## config.mk

```make
export PLATFORM = sky130hd
export DESIGN_NAME = regfile_mp
export DESIGN_NICKNAME = d
export VERILOG_FILES = /design/src/rtl/regfile_mp.sv
export SDC_FILE = /design/constraint.sdc
export NUM_CORES = 2
export LEC_CHECK = 0
export CAP_MARGIN = 10
export CORE_ASPECT_RATIO = 1.4
export CORE_MARGIN = 4
export CORE_UTILIZATION = 40
export DETAILED_ROUTE_END_ITERATION = 10
export GPL_ROUTABILITY_DRIVEN = 0
export PLACE_DENSITY = 0.57
export SYNTH_ARGS = -nofsm -noshare
export SYNTH_HDL_FRONTEND = slang
export SYNTH_SLANG_ARGS = --single-unit
```

## constraint.sdc

```tcl
create_clock -name clk -period 6.5 [get_ports clk]
set_clock_uncertainty 0.05 [all_clocks]
set_input_delay 0.975 -clock clk [delete_from_list [all_inputs] [get_ports clk]]
set_output_delay 0.975 -clock clk [all_outputs]
set_load 0.03 [all_outputs]
```

## src/rtl/regfile_mp.sv

```systemverilog
// Multi-port integer register file with write-through bypass and per-register pending-write scoreboard.
// Latency: reads and busy flags are combinational; writes and scoreboard updates take effect at the next rising edge.
// Backpressure: issue_ready drops when the addressed pending counter is at 3; a refused issue is ignored and must be retried.
module regfile_mp #(
    parameter int XLEN     = 32,
    parameter int NREG     = 32,
    parameter int NRD      = 2,
    parameter int ZERO_REG = 1,
    parameter int BYPASS   = 1,
    localparam int AW      = $clog2(NREG)
) (
    input  logic                clk,
    input  logic                rst,
    input  logic                wr0_en,
    input  logic [AW-1:0]       wr0_addr,
    input  logic [XLEN-1:0]     wr0_data,
    input  logic                wr1_en,
    input  logic [AW-1:0]       wr1_addr,
    input  logic [XLEN-1:0]     wr1_data,
    input  logic [NRD*AW-1:0]   rd_addr,
    output logic [NRD*XLEN-1:0] rd_data,
    output logic [NRD-1:0]      rd_busy,
    input  logic                issue_en,
    input  logic [AW-1:0]       issue_rd,
    output logic                issue_ready,
    output logic                err_underflow
);

    logic [XLEN-1:0] mem_q [NREG];
    logic [XLEN-1:0] mem_d [NREG];
    logic [1:0]      cnt_q [NREG];
    logic [1:0]      cnt_d [NREG];
    logic            err_q;
    logic            err_d;

    logic            wr0_ok;
    logic            wr1_ok;
    logic [NREG-1:0] hit0;
    logic [NREG-1:0] hit1;
    logic            issue_zero;

    // Decode write ports: storage acceptance (drops writes to hardwired x0) and one-hot target per port.
    always_comb begin
        wr0_ok = wr0_en && !((ZERO_REG != 0) && (wr0_addr == '0));
        wr1_ok = wr1_en && !((ZERO_REG != 0) && (wr1_addr == '0));
        hit0   = '0;
        hit1   = '0;
        if (wr0_en) hit0[wr0_addr] = 1'b1;
        if (wr1_en) hit1[wr1_addr] = 1'b1;
    end

    // x0 never tracks pending writes, so issues to it are always accepted.
    assign issue_zero    = (ZERO_REG != 0) && (issue_rd == '0);
    assign issue_ready   = issue_zero || (cnt_q[issue_rd] != 2'd3);
    assign err_underflow = err_q;

    // Next storage contents: port 1 is applied last so it wins a same-address collision.
    always_comb begin
        mem_d = mem_q;
        if (wr0_ok) mem_d[wr0_addr] = wr0_data;
        if (wr1_ok) mem_d[wr1_addr] = wr1_data;
    end

    // Next pending counters: add the accepted issue, subtract write-backs, clamp at 0 and flag underflow.
    always_comb begin : sb_next
        logic [2:0] sum_v;
        logic [2:0] dec_v;
        logic [2:0] diff_v;
        logic       inc_v;
        sum_v  = '0;
        dec_v  = '0;
        diff_v = '0;
        inc_v  = 1'b0;
        err_d  = err_q;
        for (int r = 0; r < NREG; r++) begin
            inc_v  = issue_en && issue_ready && (issue_rd == AW'(r));
            sum_v  = {1'b0, cnt_q[r]} + {2'b00, inc_v};
            dec_v  = {2'b00, hit0[r]} + {2'b00, hit1[r]};
            diff_v = sum_v - dec_v;
            if ((ZERO_REG != 0) && (r == 0)) begin
                cnt_d[r] = 2'd0;
            end else if (dec_v > sum_v) begin
                cnt_d[r] = 2'd0;
                err_d    = 1'b1;
            end else if (diff_v > 3'd3) begin
                cnt_d[r] = 2'd3;
            end else begin
                cnt_d[r] = diff_v[1:0];
            end
        end
    end

    // State registers with synchronous reset of data, counters and the sticky error.
    always_ff @(posedge clk) begin
        if (rst) begin
            for (int r = 0; r < NREG; r++) begin
                mem_q[r] <= '0;
                cnt_q[r] <= '0;
            end
            err_q <= 1'b0;
        end else begin
            mem_q <= mem_d;
            cnt_q <= cnt_d;
            err_q <= err_d;
        end
    end

    // Read ports: x0 first, then bypass from port 1, then port 0, then storage; busy nets out same-cycle write-backs.
    always_comb begin : rd_ports
        logic [AW-1:0] a_v;
        logic [1:0]    dec_v;
        a_v     = '0;
        dec_v   = '0;
        rd_data = '0;
        rd_busy = '0;
        for (int i = 0; i < NRD; i++) begin
            a_v   = rd_addr[i*AW +: AW];
            dec_v = {1'b0, hit0[a_v]} + {1'b0, hit1[a_v]};
            if ((ZERO_REG != 0) && (a_v == '0)) begin
                rd_data[i*XLEN +: XLEN] = '0;
                rd_busy[i]              = 1'b0;
            end else begin
                if ((BYPASS != 0) && wr1_en && (wr1_addr == a_v)) begin
                    rd_data[i*XLEN +: XLEN] = wr1_data;
                end else if ((BYPASS != 0) && wr0_en && (wr0_addr == a_v)) begin
                    rd_data[i*XLEN +: XLEN] = wr0_data;
                end else begin
                    rd_data[i*XLEN +: XLEN] = mem_q[a_v];
                end
                if (BYPASS != 0) begin
                    rd_busy[i] = cnt_q[a_v] > dec_v;
                end else begin
                    rd_busy[i] = cnt_q[a_v] != 2'd0;
                end
            end
        end
    end

endmodule

```

---- Yosys cells after proc, flatten, opt, wreduce, memory -nomap -nowiden ----
Cells that the tools add are included.
cells by class
  eq/ne operators ......................... 36
  $mul .................................... 0
  div/mod/pow operators ................... 0
  multiplexer cells ....................... 107
  bitwise gates (word level) .............. 5
  add/sub/neg operators ................... 95
  shift operators ......................... 0
  reduce and logical (&&, ||, !) cells .... 82
  $lt $le $gt $ge ......................... 77
operators with widths
  operator                                                                          count
  1024-bit bitwise mux                                                              2
  1024-bit 2-to-1 mux                                                               2
  32-bit 2-to-1 mux                                                                 14
  32-bit binary-select mux with 5-bit select                                        2
  32-bit demux with 5-bit select                                                    2
  2-bit by 1-bit adder with 3-bit output                                            31
  2-bit by 3-bit greater-than comparator with 1-bit output                          31
  3-bit by 2-bit greater-than comparator with 1-bit output (second input constant)  31
  3-bit by 2-bit subtractor with 3-bit output                                       31
  5-bit equality test (second input constant)                                       16
  2-bit 2-to-1 mux                                                                  37
  1-bit by 1-bit adder with 2-bit output                                            33
  2-bit OR reduction                                                                31
  1-bit logical AND                                                                 42
  5-bit by 4-bit equality test with 1-bit output (second input constant)            8
  1-bit 2-to-1 mux                                                                  39
  31-bit nonzero test                                                               1
  2-bit binary-select mux with 5-bit select                                         3
  6-bit greater-or-equal comparator (second input constant)                         5
  5-bit inverter with 6-bit output                                                  5
  5-bit logical NOT                                                                 5
  5-bit by 6-bit less-than comparator with 1-bit output (second input constant)     4
  1-bit binary-select mux with 5-bit select                                         4
  5-bit by 3-bit equality test with 1-bit output (second input constant)            4
  10 further kinds                                                                  19
storage, ports and cells
  memory bits (writable) .................. 0
  bits in registers ....................... 1,089
  bits of input ports ..................... 94
  ROM bits ................................ 0
  memories kept ........................... 0
  latch bits .............................. 0
  output and inout port bits .............. 68

---- Depth between registers and ports, before layout ----
  depth after elaboration ................. 41
  depth in mapped cells ................... 15

---- Worst setup path before layout ----
No wires, ideal clock.
  path kind ............................... input to output
  start point ............................. input rd_addr[1]
  end point ............................... output rd_busy[0]
  arrival ................................. 3,928 ps
  slack ................................... 1,547 ps
  stages .................................. 8
  path through ............................ buf_2 -> buf_2 -> buf_1 -> mux4_2 -> mux4_2 -> mux2_2 -> ha_1 -> a211oi_1
on the way
  cells in the longest elaborated chain, start to end .. 6
  elaborated cells on any way between the ends .. 12
  those cells by class .................... add/sub: 1; order compare: 1; mux: 8; bitwise: 1; reduce/logical: 1
RTL lines
  item                                       RTL line  text
  start: declaration                         20        input logic [NRD*AW-1:0] rd_addr,
  5-bit inverter with 6-bit output           --
  2-bit binary-select mux with 5-bit select  --
  2-bit 2-to-1 mux (2 in series)             --
  2-bit greater-than comparator              131       rd_busy[i] = cnt_q[a_v] > dec_v;
  1-bit 2-to-1 mux *                         119       if ((ZERO_REG != 0) && (a_v == '0)) begin
  end: declaration                           22        output logic [NRD-1:0] rd_busy,
Every way passes the cells marked *; elsewhere a longest branch is shown, timed or not. The select of a mux whose other input is x is not followed.

---- Final worst setup path ----
  start point ............................. input rd_addr[4]
  end point ............................... output rd_data[24]
on the way
  cells in the longest elaborated chain, start to end .. 7
  elaborated cells on any way between the ends .. 12
  those cells by class .................... eq/ne: 2; mux: 6; bitwise: 1; reduce/logical: 3
RTL lines
  item                                                   RTL line  text
  5-bit inverter with 6-bit output                       --
  32-bit binary-select mux with 5-bit select             128       rd_data[i*XLEN +: XLEN] = mem_q[a_v];
  32-bit 2-to-1 mux (implied by the code) (2 in series)  128
  32-bit 2-to-1 mux                                      125       end else if ((BYPASS != 0) && wr0_en && (wr0_addr == a_v)) begin
  32-bit 2-to-1 mux                                      123       if ((BYPASS != 0) && wr1_en && (wr1_addr == a_v)) begin
  32-bit 2-to-1 mux *                                    119
  end: declaration                                       21        output logic [NRD*XLEN-1:0] rd_data,
Marks and branches as above.

==> impl_metrics.py <==
metrics = {
    "floorplan": {
        "die_h_um": 505.1,
        "start_util_pct": 40.22,
        "core_area_sq_um": 175600,
        "die_w_um": 363.1,
        "pin_count": 162,
        "rows": 182,
        "die_area_sq_um": 183400,
    },
    "synth": {
        "synth_cell_type_count": 61,
        "synth_area_leaders": "dfxtp_1 (31%), mux4_2 (14%), a311oi_1 (7.2%)",
        "synthTopCellsByCount": "dfxtp_1 (1087), nor2_1 (1040), clkbuf_1 (851), nand2_1 (679), nand3_1 (581)",
        "syn_nets": 8188,
        "yosysSeqAreaShare_pct": 30.82,
        "synth_top_cell_by_area": "dfxtp_1",
        "ys_ff_latch": 1087,
        "synth_area_sq_um": 70610,
        "syn_area_per_cell_sq_um": 8.936,
        "synth_most_common_cell": "dfxtp_1",
        "synth_edf_count": 0,
        "ys_warn_count": 0,
        "synth_top_area_share_pct": 30.82,
        "synth-async-reset-ratio_pct": 0,
        "ys.flop_type": "dfxtp_1",
        "synthCells": 7902,
    },
    "clock_network": {
        "clock_path_buffers": 3,
        "holdBufCountCts": 0,
        "cts.sinks": 1087,
        "ctsResizeCount": 0,
        "post-cts-setup-buffers": 0,
        "clock_latency_ns": 0.80,
        "cts_max_level": 3,
        "cts_buffers": 116,
        "clkTransAtPathRegs_ns": 0.07,
        "cts-root-buf": "clkbuf_16",
        "cts_tree": "yes",
    },
    "timing": {
        "rsz0062_at_grt": "false",
        "worst_pin_slew_ns": 1.380,
        "slew_viol_final": 0,
        "fmax_mhz": 159.1,
        "layout_setup_ws_ns": 0.2149,
        "min_period_ns": 6.285,
        "fin_setup_tns_ns": 0,
        "period_share_pct": 96.69,
        "setup_viol": 0,
        "report.final.hold_viol_count": 0,
        "maxSlewHeadroom_pct": 7.159,
    },
    "global_route": {
        "grt_pass1_wl_um": 500800,
        "grt_start_max_net_pins": 211,
        "overflow": 0,
        "grt_antenna_before_repair": 16,
        "grt_pass1_vias": 68746,
        "grt_usage_pct": 36.93,
    },
    "detailed_routing": {
        "drtAntennaViolNets": 0,
        "first_pass_iters": 9,
        "vias_per_cell": 7.316,
        "wl_per_cell_um": 36.00,
        "vias": 71943,
        "wl_um": 354000,
        "drtIter0Drc": 11440,
        "drc": 0,
    },
    "worst_setup_path": {
        "crit_fanout": 21,
        "critPathKind": "primary input to output pin",
        "slowest_stage": "nor4_1",
        "arrival_ns": 5.26,
        "crit_path_start_kind": "primary input",
        "cpPeakStageDelay_ns": 1.14,
        "cp_top_family": "buffers and inverters",
        "path_cells": "buf_4 > buf_4 > nor2_4 > nor4b_2 > o21bai_4 > buf_4 > nor4_1 > a221o_1 > clkdlybuf4s50_1",
        "required_ns": 5.47,
        "critical_path_buf_inv_count": 4,
        "crit_path_end_kind": "output pin",
        "crit_top_cell": "buf_4",
    },
    "outcome": {
        "status": "completed",
    },
    "final_layout": {
        "drive_above_1_share_pct": 16.01,
        "regArea_sq_um": 21760,
        "nFillCells": 16588,
        "nets": 7704,
        "multi_input_area_sq_um": 44030,
        "syn_to_final_growth_pct": 11.18,
    },
    "place": {
        "dpl_worst_slack_ns": 0.5264,
        "dpl.hpwl_um": 210500,
        "portBuffers": 161,
    },
    "power": {
        "p_per_area_nw_per_um2": 214.9,
        "power_mw": 16.87,
        "ir_worst_vdd_mv": 0.2235,
        "leakage_nw": 27.64,
    },
    "run": {
        "cap_violations": 0,
    },
    "hold_path": {
        "worst_hold_path_type": "flip-flop to flip-flop",
    },
}
-- cells in the final DEF, fill, tap and decap left out, drive strengths merged, types with 33 or more instances in the layout --
master         count
ha               130
a22o              67
nor4              68
nand3            581
mux2              69
xor2              39
dfxtp           1087
a221oi            63
o221ai           124
nand2            679
a221o             64
clkdlybuf4s50    130
a21oi             70
nand2b            33
nor2            1041
a211oi           490
a311oi           578
clkbuf           170
nor2b             48
fa                62
mux4             429
buf              383
a32oi            266
inv              260
mux2i            404
-- through the flow --
| step | instances | hold slack, ns | utilization, % | area [sq um] |
|---|---|---|---|---|
| floorplan | 7902 | 0.4009 | - | 70610 |
| global placement | 9597 | 0.4130 | 42.36 | 74380 |
| detailed placement | 9600 | 0.4185 | 42.38 | 74400 |
| CTS | 9816 | 0.4291 | 44.69 | 78470 |
| global route | 9819 | 0.4406 | 44.70 | 78470 |
| finish | 9834 | 0.4287 | 44.72 | 78510 |
-- where the power goes --
| group | switching, mW | internal, mW |
|---|---|---|
| Clock | 3.22 | 4.12 |
| Combinational | 1.80 | 0.805 |
| Sequential | 0.123 | 6.80 |
-- final timing paths --
check | from | to | slack, ns | cells after the start
hold reg to reg | mem_q[1009]$_SDFF_PP0_ | mem_q[1009]$_SDFF_PP0_ | 0.43 | 1
setup / recovery | rd_addr[4] | rd_data[24] | 0.21 | 9
hold / removal | mem_q[1009]$_SDFF_PP0_ | mem_q[1009]$_SDFF_PP0_ | 0.43 | 1
setup reg to reg | cnt_q[12]$_SDFF_PP0_ | err_underflow$_SDFFE_PP0P_ | 2.24 | 12
-- sequential cells by signal (all words and copies together) (netlist names) --
signal	count
mem_q	1024
cnt_q	62
err_underflow	1
-- per-layer routing --
layer / GRT usage [%] / wire length, um / part of all wire (%) / up-vias
met3: 15.17 / 52980 / 15 / 1788
met2: 52.96 / 147100 / 42 / 6089
met1: 44.66 / 123600 / 35 / 35063
met4: 25.92 / 30010 / 8.5 / 18
li1: - / - / - / 28985
met5: 0.6094 / 249 / 0.070 / -
-- cell families (layout without fill, tap and decap cells) --
family                     after synthesis  in the layout  share of synthesized area (%)
adders and majority gates              192            192                          4.061
AOI/OAI and AO/OA                     1785           1785                          21.01
DFF                                   1087           1087                          30.82
buffers and inverters                 1371            985                          7.759
xor gates and xnor gates                51             51                         0.6326
and+or+nand+nor                       2514           2514                          15.21
muxes                                  902            902                          20.51
other                                    0             18                              0
-- cell type report --
class | instances | area share [%]
clock buffers | 170 | 4.403
diodes | 18 | 0.05737
well taps | 2300 | 3.665
clock inverters | 46 | 0.7697
multi-input cells | 5444 | 56.09
flip-flops and latches | 1087 | 27.72
inverters | 256 | 1.224
repair buffers | 513 | 6.075
No activity file was read; power rests on OpenSTA's default activity.
